`src/rtl/alu_pipe.sv`:
```
// rtl/alu_pipe.sv - single-cycle ALU feeding an in-order result buffer
module alu_pipe #(
    parameter int XLEN       = 32,
    parameter int REG_ADDR_W = 5,
    parameter int DEPTH      = 4
) (
    input  logic                         clk,
    input  logic                         rst,
    input  logic                         i_valid,
    output logic                         i_ready,
    input  logic [3:0]                   op,
    input  logic [XLEN-1:0]              arg0,
    input  logic [XLEN-1:0]              arg1,
    input  logic [REG_ADDR_W-1:0]        i_rd,
    output logic                         o_valid,
    output logic [XLEN-1:0]              res,
    output logic [REG_ADDR_W-1:0]        o_rd,
    output logic                         o_carry,
    output logic                         o_error,
    input  logic                         clear,
    output logic                         busy,
    output logic [$clog2(DEPTH+1)-1:0]   count
);

    localparam int CW  = $clog2(DEPTH + 1);
    localparam int PW  = $clog2(DEPTH);
    localparam int SHW = $clog2(XLEN);
    // Buffer entry layout: {error, carry, rd, result}
    localparam int EW  = XLEN + REG_ADDR_W + 2;
    localparam logic [CW-1:0] FULL_CNT = CW'(DEPTH);

    typedef enum logic [3:0] {
        OP_ADD  = 4'd0,
        OP_SUB  = 4'd1,
        OP_AND  = 4'd2,
        OP_OR   = 4'd3,
        OP_XOR  = 4'd4,
        OP_SLT  = 4'd5,
        OP_SLTU = 4'd6,
        OP_SLL  = 4'd7,
        OP_SRL  = 4'd8,
        OP_SRA  = 4'd9
    } op_e;

    logic [XLEN:0]     add_w;
    logic [SHW-1:0]    shamt;
    logic [XLEN-1:0]   alu_res;
    logic              alu_carry;
    logic              alu_err;

    logic [EW-1:0]     mem_q [DEPTH];
    logic [PW-1:0]     wr_ptr_q, wr_ptr_d;
    logic [PW-1:0]     rd_ptr_q, rd_ptr_d;
    logic [CW-1:0]     count_q, count_d;
    logic [EW-1:0]     head;
    logic              push;
    logic              pop;

    // Carry out of ADD is the extra top bit of a one-bit-wider unsigned sum.
    assign add_w = {1'b0, arg0} + {1'b0, arg1};
    // Only the low log2(XLEN) bits of arg1 select the shift distance.
    assign shamt = arg1[SHW-1:0];

    // Combinational ALU; illegal codes produce a zero result tagged as error.
    always_comb begin
        alu_res   = '0;
        alu_carry = 1'b0;
        alu_err   = 1'b0;
        case (op)
            OP_ADD: begin
                alu_res   = add_w[XLEN-1:0];
                alu_carry = add_w[XLEN];
            end
            OP_SUB: begin
                alu_res   = arg0 - arg1;
                alu_carry = (arg0 < arg1);
            end
            OP_AND:  alu_res = arg0 & arg1;
            OP_OR:   alu_res = arg0 | arg1;
            OP_XOR:  alu_res = arg0 ^ arg1;
            OP_SLT:  alu_res = {{(XLEN-1){1'b0}}, ($signed(arg0) < $signed(arg1))};
            OP_SLTU: alu_res = {{(XLEN-1){1'b0}}, (arg0 < arg1)};
            OP_SLL:  alu_res = arg0 << shamt;
            OP_SRL:  alu_res = arg0 >> shamt;
            OP_SRA:  alu_res = $signed(arg0) >>> shamt;
            default: alu_err = 1'b1;
        endcase
    end

    // Handshakes: a pop frees a slot in the same cycle, so a full buffer
    // still accepts when the committer is draining. i_ready never looks at i_valid.
    assign o_valid = (count_q != '0);
    assign pop     = o_valid & clear;
    assign i_ready = (count_q < FULL_CNT) | pop;
    assign push    = i_valid & i_ready;
    assign busy    = o_valid;
    assign count   = count_q;

    // Head outputs are forced to zero whenever the buffer is empty.
    assign head    = o_valid ? mem_q[rd_ptr_q] : '0;
    assign res     = head[XLEN-1:0];
    assign o_rd    = head[XLEN +: REG_ADDR_W];
    assign o_carry = head[XLEN + REG_ADDR_W];
    assign o_error = head[XLEN + REG_ADDR_W + 1];

    // Next-state for pointers and occupancy; pointers wrap naturally at DEPTH.
    always_comb begin
        wr_ptr_d = wr_ptr_q;
        rd_ptr_d = rd_ptr_q;
        count_d  = count_q;
        if (push) begin
            wr_ptr_d = wr_ptr_q + PW'(1);
        end
        if (pop) begin
            rd_ptr_d = rd_ptr_q + PW'(1);
        end
        case ({push, pop})
            2'b10:   count_d = count_q + CW'(1);
            2'b01:   count_d = count_q - CW'(1);
            default: count_d = count_q;
        endcase
    end

    // Pointer and occupancy registers; reset drops any concurrent push or pop.
    always_ff @(posedge clk) begin
        if (rst) begin
            wr_ptr_q <= '0;
            rd_ptr_q <= '0;
            count_q  <= '0;
        end else begin
            wr_ptr_q <= wr_ptr_d;
            rd_ptr_q <= rd_ptr_d;
            count_q  <= count_d;
        end
    end

    // Entry storage; contents are only visible through the valid-gated head.
    always_ff @(posedge clk) begin
        if (!rst && push) begin
            mem_q[wr_ptr_q] <= {alu_err, alu_carry, i_rd, alu_res};
        end
    end

endmodule

```
`config.mk`:
```
export PLATFORM = sky130hd
export DESIGN_NAME = alu_pipe
export DESIGN_NICKNAME = d
export VERILOG_FILES = /design/src/rtl/alu_pipe.sv
export SDC_FILE = /design/constraint.sdc
export NUM_CORES = 1
export LEC_CHECK = 0
export ABC_CLOCK_PERIOD_IN_PS = 5800
export CAP_MARGIN = 20
export CORE_MARGIN = 1.5
export CORE_UTILIZATION = 45
export CTS_BUF_LIST = sky130_fd_sc_hd__clkbuf_8
export CTS_CLUSTER_SIZE = 16
export DETAILED_ROUTE_END_ITERATION = 10
export HOLD_SLACK_MARGIN = 0.1
export SYNTH_ARGS = -nofsm -noshare
export SYNTH_HDL_FRONTEND = slang
export SYNTH_SLANG_ARGS = --single-unit
```
`constraint.sdc`:
```
create_clock -name clk -period 5.8 [get_ports clk]
set_input_delay 1.45 -clock clk [delete_from_list [all_inputs] [get_ports clk]]
set_output_delay 1.45 -clock clk [all_outputs]
set_load 0.02 [all_outputs]
```
# Word level (Yosys, flattened, before mapping)
# Memory sizes are Yosys's and may differ from the RTL's. A register that Yosys moved wholly into a read port is not among the register bits.
# Cells that the tools add are included.
# totals
elab_cells	48
ramBits	156
inputBits	77
output_inout_bits	45
register_bits	7
mem_count	1
# op_classes
n_reduce_logical	6
n_mux	9
eq_ne	11
add_sub_neg	6
bitwise_logic	6
n_lt_le_gt_ge	3
n_shift	3
# memory_table
memory	depth	word_bits	rd	rd_clocked_by_memory_dff	wr	line_no	rtl
mem_q	4	39	1	1	1	51	logic [EW-1:0] mem_q [DEPTH];
# op_table
cell	count
32-bit case mux with 10 select lines	1
32-bit < comparator	2
39-bit 2-to-1 mux	1
32-bit by 32-bit adder with 33-bit output	1
32-bit AND	1
32-bit bitwise OR	1
32-bit by 5-bit left shift with 32-bit output	1
32-bit by 5-bit >> shifter with 32-bit output	1
32-bit by 5-bit >>> shifter with 32-bit output	1
32-bit subtractor	1
32-bit XOR	1
4-bit by 3-bit == test with 1-bit output, second input constant	4
10-bit OR reduction	1
4-bit by 2-bit == test with 1-bit output, second input constant	2
4-bit == test, second input constant	2
3-bit case mux with 2 select lines	1
2-bit by 1-bit adder with 2-bit output, second input constant	2
4-bit by 1-bit == test with 1-bit output, second input constant	1
4-bit zero test	1
2-bit 2-to-1 mux	2
3-bit by 1-bit adder with 3-bit output, second input constant	1
3-bit < comparator, second input constant	1
1-bit 2-to-1 mux	3
3-bit nonzero test	1
other kinds (9)	10

# Logic depth before layout (Yosys ltp)
# depth
ltp_word	7
mapped_depth	14

# Worst setup path before layout
# OpenSTA, ideal clock, no wires.
# synth_timing
path_kind	in2reg
start	input arg1[3]
end	memory mem_q[0][20] (netlist name), data pin
arrival_time_ns	4.381
path_stages	14
required_time_ns	5.523
path_buffers	4
slack_ns	1.142
cell_sequence	clkbuf_1 -> inv_2 -> buf_1 -> buf_1 -> ha_1 -> buf_2 -> a21oi_1 -> o21ai_2 -> a41o_1 -> a311o_1 -> a31o_1 -> a31oi_1 -> o221a_2 -> o21ai_1
# synth_via
elab_chain_len	2
# synth_rtl
item	line_no	rtl
start, declared	13	input logic [XLEN-1:0] arg1,
32-bit subtractor (tied with other cells)	75	alu_res = arg0 - arg1;
32-bit case mux with 10 select lines (*)	69	case (op)
named net alu_res[20]	47	logic [XLEN-1:0] alu_res;
end, declared	51	
# Mark *: on every way through the listed nets, which the timed path passes. The rest lies on a longest branch.

# Final worst setup path
# layout_timing
start	input arg0[1]
end	memory mem_q[3][25] (netlist name), data pin
# layout_via
elab_chain_len	2
# layout_rtl
item	line_no	rtl
start, declared	12	input logic [XLEN-1:0] arg0,
32-bit subtractor (tied with other cells)	75	
32-bit case mux with 10 select lines (*)	69	
named net alu_res[25]	47	
# Marked as above.

==> impl_metrics.prom <==
# TYPE chip_impl_metric gauge
chip_impl_metric{name="final_antenna_net_count",unit=""} 0
chip_impl_metric{name="avgSynthCellArea",unit="sq um"} 9.75
chip_impl_metric{name="numCtsBuffers",unit=""} 17
chip_impl_metric{name="cts-hold-fix-buffers",unit=""} 0
chip_impl_metric{name="drt_first_pass_iters",unit=""} 7
chip_impl_metric{name="avgViaCountPerCell",unit=""} 6.45
chip_impl_metric{name="synth_async_sr_flop_share",unit=""} 0
chip_impl_metric{name="die_ar",unit="sq mm"} 0.0345
chip_impl_info{name="clock-root-buffer",value="sky130_fd_sc_hd__clkbuf_8"} 1
chip_impl_info{name="tritoncts_clock_tree",value="built"} 1
chip_impl_metric{name="reg2reg_depth",unit=""} 9
chip_impl_metric{name="postSynthCellCount",unit=""} 1543
chip_impl_metric{name="setup_viol_count_final",unit=""} 0
chip_impl_metric{name="synth-warning-count",unit=""} 0
chip_impl_metric{name="pre_cts_slack",unit="ps"} 603
chip_impl_metric{name="insertion_delay",unit="ps"} 450
chip_impl_metric{name="grt_first_pass_wirelength",unit="microns"} 78700
chip_impl_metric{name="num_antenna_cells",unit=""} 0
chip_impl_metric{name="power.density",unit="mW/mm^2"} 252
chip_impl_metric{name="io-pin-count",unit=""} 122
chip_impl_metric{name="route.vias.total",unit=""} 13481
chip_impl_metric{name="gr-usage-all-layers",unit=""} 0.310
chip_impl_metric{name="area_fraction_in_compound_gates_after_synthesis",unit=""} 0.193
chip_impl_metric{name="holdPathStages",unit=""} 2
chip_impl_metric{name="clock-sinks",unit=""} 165
chip_impl_metric{name="ys_types",unit=""} 83
chip_impl_metric{name="crit_path_max_fanout",unit=""} 9
chip_impl_metric{name="min_period_over_period",unit=""} 0.840
chip_impl_metric{name="syn_to_final_growth",unit="%"} 14.1
chip_impl_info{name="synth_top_cells_by_area",value="sky130_fd_sc_hd__edfxtp_1 (31%), sky130_fd_sc_hd__mux4_2 (14%), sky130_fd_sc_hd__ha_1 (8.5%)"} 1
chip_impl_metric{name="vdd_drop_max",unit="uV"} 212
chip_impl_metric{name="core.rowCount",unit=""} 66
chip_impl_metric{name="path_clk_slew",unit="ps"} 80
chip_impl_info{name="synth_top_flop_cell",value="sky130_fd_sc_hd__edfxtp_1"} 1
chip_impl_metric{name="report.final.slew_viol_count",unit=""} 0
chip_impl_metric{name="antenna_found_initial",unit=""} 2
chip_impl_metric{name="clock_path_buffers",unit=""} 2
chip_impl_metric{name="worst_slew_pin_slew",unit="ps"} 1050
chip_impl_info{name="worst_hold_path_type",value="flop to flop"} 1
chip_impl_metric{name="route.detailed.drc",unit=""} 0
chip_impl_metric{name="synth_seq_area_share",unit=""} 0.323
chip_impl_metric{name="p_leak",unit="nW"} 6.39
chip_impl_metric{name="timing.final.hold_violations",unit=""} 0
chip_impl_metric{name="syn_nets",unit=""} 1725
chip_impl_info{name="status",value="completed"} 1
chip_impl_metric{name="worst-r2r-setup-slack",unit="ps"} 2860
chip_impl_metric{name="floorplan.die.width",unit="microns"} 186
chip_impl_metric{name="die_y",unit="microns"} 186
chip_impl_metric{name="fmaxAchievable",unit="MHz"} 205
chip_impl_info{name="synth.largest_area_cell",value="sky130_fd_sc_hd__edfxtp_1"} 1
chip_impl_metric{name="floorplan.initialDensity",unit=""} 0.460
chip_impl_metric{name="synth_xor_xnor_area_share",unit=""} 0.0116
chip_impl_metric{name="place_congestion",unit=""} 0.990
chip_impl_metric{name="grt_pass1_vias",unit=""} 12696
chip_impl_metric{name="crit_path_max_incr_delay",unit="ps"} 640
chip_impl_info{name="timing.critical_path.slowest_stage_cell",value="sky130_fd_sc_hd__clkdlybuf4s50_1"} 1
chip_impl_info{name="worstPathCellList",value="clkdlybuf4s50_1, inv_1, ha_1, o21ba_2, nor4_1, buf_4, o31a_1, o2111ai_1, a31oi_1, nor2_1, a2111oi_2, a21oi_1"} 1
chip_impl_metric{name="max_slew_margin",unit=""} 0.303
chip_impl_metric{name="cts_htree_levels",unit=""} 4
chip_impl_metric{name="drive_above_1_share",unit=""} 0.140
chip_impl_metric{name="final.setup.worst_slack",unit="ps"} 928
chip_impl_metric{name="routed_wire_length_per_instance",unit="microns"} 25.3
chip_impl_metric{name="nets",unit=""} 1818
chip_impl_metric{name="max_cap_violations",unit=""} 0
chip_impl_metric{name="fin_setup_tns",unit="ps"} 0
chip_impl_info{name="combinational_family_with_the_most_area_after_synthesis",value="compound AO/OA/AOI/OAI gates"} 1
chip_impl_metric{name="post_cts_buffers",unit=""} 0
chip_impl_metric{name="port_buffers",unit=""} 121
chip_impl_metric{name="initialDrtViolationCount",unit=""} 1467
chip_impl_metric{name="final.setup_skew",unit="ps"} 14.3
chip_impl_metric{name="grt-ovfl-total",unit=""} 0
chip_impl_metric{name="min_period",unit="ps"} 4870
chip_impl_metric{name="synth-seq-cells",unit=""} 165
chip_impl_metric{name="synth-adder-area-share",unit=""} 0.0889
chip_impl_info{name="cp-end-kind",value="flop"} 1
chip_impl_metric{name="synth_top_area_frac",unit=""} 0.311
chip_impl_metric{name="timing.critical_path.arrival",unit="ps"} 5040
chip_impl_metric{name="drt_wl_total",unit="microns"} 52800
chip_impl_metric{name="synth_cell_area",unit="sq mm"} 0.0150
chip_impl_info{name="crit_type",value="input port to flop"} 1
chip_impl_metric{name="timing.critical_path.required",unit="ps"} 5960
chip_impl_metric{name="dp_hpwl",unit="microns"} 40600
chip_impl_metric{name="post_synth_mux_area_share",unit=""} 0.174
chip_impl_info{name="start_kind",value="input port"} 1
chip_impl_metric{name="synth-edff-count",unit=""} 156
chip_impl_metric{name="synth_simple_gate_area_share",unit=""} 0.146
chip_impl_info{name="rsz0062_at_grt",value="false"} 1
chip_impl_metric{name="pin_count_of_the_biggest_net_entering_global_routing",unit=""} 62
chip_impl_metric{name="core_area",unit="sq mm"} 0.0327
chip_impl_metric{name="cts_resized",unit=""} 0
==> report_power, final <==
group | switching, mW | internal [mW]
combinational | 1.12 | 0.890
clock | 0.432 | 0.438
sequential | 0.0351 | 1.40
==> cell usage after synthesis (4+ instances only) <==
library cell                number
sky130_fd_sc_hd__a2111oi_0       4
sky130_fd_sc_hd__nand3_1        28
sky130_fd_sc_hd__a21o_1         14
sky130_fd_sc_hd__buf_2          15
sky130_fd_sc_hd__nor3b_1         5
sky130_fd_sc_hd__nor2b_1         9
sky130_fd_sc_hd__or3_1          17
sky130_fd_sc_hd__clkbuf_8        9
sky130_fd_sc_hd__edfxtp_1      156
sky130_fd_sc_hd__a221oi_1       26
sky130_fd_sc_hd__mux2_2          4
sky130_fd_sc_hd__nand2b_1       14
sky130_fd_sc_hd__inv_1          99
sky130_fd_sc_hd__nor3_1         36
sky130_fd_sc_hd__clkbuf_1       61
sky130_fd_sc_hd__o31a_1          4
sky130_fd_sc_hd__a21oi_1       117
sky130_fd_sc_hd__a31oi_1        14
sky130_fd_sc_hd__o211ai_1       23
sky130_fd_sc_hd__mux4_2         95
sky130_fd_sc_hd__o221ai_1        9
sky130_fd_sc_hd__nand2_1        96
sky130_fd_sc_hd__nor4_1         12
sky130_fd_sc_hd__o31ai_1        13
sky130_fd_sc_hd__or2_2           5
sky130_fd_sc_hd__dfxtp_1         9
sky130_fd_sc_hd__and2_1         52
sky130_fd_sc_hd__mux2i_1        43
sky130_fd_sc_hd__o22ai_1         8
sky130_fd_sc_hd__ha_1          102
sky130_fd_sc_hd__a22oi_1        12
sky130_fd_sc_hd__buf_1          15
sky130_fd_sc_hd__nor2_1        154
sky130_fd_sc_hd__a211o_1         5
sky130_fd_sc_hd__o21ai_0       101
sky130_fd_sc_hd__xor2_1          6
sky130_fd_sc_hd__o21a_1          8
sky130_fd_sc_hd__xnor2_1        14
sky130_fd_sc_hd__a211oi_1       23
sky130_fd_sc_hd__o21bai_1        9
sky130_fd_sc_hd__a21boi_0        4
sky130_fd_sc_hd__o2111ai_1       5
sky130_fd_sc_hd__nand4_1        10
sky130_fd_sc_hd__buf_4           7
==> per-stage QoR <==
stage	util	power (mW)	hold WS, ps	cells	cell area, sq um
6_report	0.525	4.32	517	2091	17200
2_1_floorplan	-	2.73	469	1543	15000
3_3_place_gp	0.511	3.46	490	2059	16700
4_1_cts	0.525	4.33	518	2091	17200
3_5_place_dp	0.511	3.47	494	2059	16700
5_1_grt	0.525	4.55	548	2091	17200
==> cell usage in the layout, fill, tap and decap left out, types with 10 or more instances in the layout <==
cell	n
sky130_fd_sc_hd__edfxtp_1	156
sky130_fd_sc_hd__nor2_1	154
sky130_fd_sc_hd__a21oi_1	117
sky130_fd_sc_hd__clkdlybuf4s50_1	116
sky130_fd_sc_hd__ha_1	102
sky130_fd_sc_hd__o21ai_0	101
sky130_fd_sc_hd__inv_1	99
sky130_fd_sc_hd__nand2_1	96
sky130_fd_sc_hd__mux4_2	95
sky130_fd_sc_hd__buf_4	65
sky130_fd_sc_hd__and2_1	48
sky130_fd_sc_hd__mux2i_1	43
sky130_fd_sc_hd__nor3_1	34
sky130_fd_sc_hd__nand3_1	28
sky130_fd_sc_hd__a221oi_1	26
sky130_fd_sc_hd__o211ai_1	23
sky130_fd_sc_hd__a211oi_1	23
sky130_fd_sc_hd__or3_1	17
sky130_fd_sc_hd__clkbuf_8	17
sky130_fd_sc_hd__nand2b_1	14
sky130_fd_sc_hd__a21o_1	14
sky130_fd_sc_hd__xnor2_1	14
sky130_fd_sc_hd__a31oi_1	14
sky130_fd_sc_hd__o31ai_1	13
sky130_fd_sc_hd__nor4_1	12
sky130_fd_sc_hd__a22oi_1	12
sky130_fd_sc_hd__nand4_1	10
==> worst max-delay path, delay by kind of cell <==
kind	cells	cell delay, ps
buffers and inverters	3	1020
AO/OA/AOI/OAI	6	1660
adder cells (fa/ha/maj)	1	370
AND/OR/NAND/NOR	2	540
==> cell type report <==
class	instances	area, sq um
repair buffers	184	1660
multi-input cells	1166	9260
clock buffers	17	234
flip-flops and latches	165	4870
clock inverters	15	195
well taps	442	553
fillers	3056	15500
inverters	102	383
==> state kept, by name, indices dropped and copies added, names as in the netlist, named ones only <==
| register | flops |
|---|---|
| mem_q | 156 |
| count | 3 |
| rd_ptr_q | 2 |
| wr_ptr_q | 2 |
==> path summary, 6_finish.rpt <==
path | end | startpoint
max reg2reg | count[2] | count[0]
min reg2reg | wr_ptr_q[1] | wr_ptr_q[1]
min | wr_ptr_q[1] | wr_ptr_q[1]
max | mem_q[3][25] | arg0[1]
==> layer usage <==
metal / routed length (microns) / track usage / part of all wire / vias up
li1: - / - / - / 6025
met1: 23400 / 0.439 / 0.44 / 6730
met2: 23800 / 0.481 / 0.45 / 619
met3: 3570 / 0.0346 / 0.068 / 105
met4: 2070 / 0.132 / 0.039 / 2
met5: 13 / 0 / 0.00025 / -
==> kinds of logic (layout without fill, tap and decap cells) <==
kind of cell / count (synthesis) / count (layout)
buffers and inverters: 212 / 318
and+or+nand+nor: 457 / 457
muxes: 142 / 142
xor gates and xnor gates: 20 / 20
AOI/OAI and AO/OA: 442 / 442
DFF: 165 / 165
adders and majority gates: 105 / 105
Note: power is estimated with default switching activity, not from simulation.
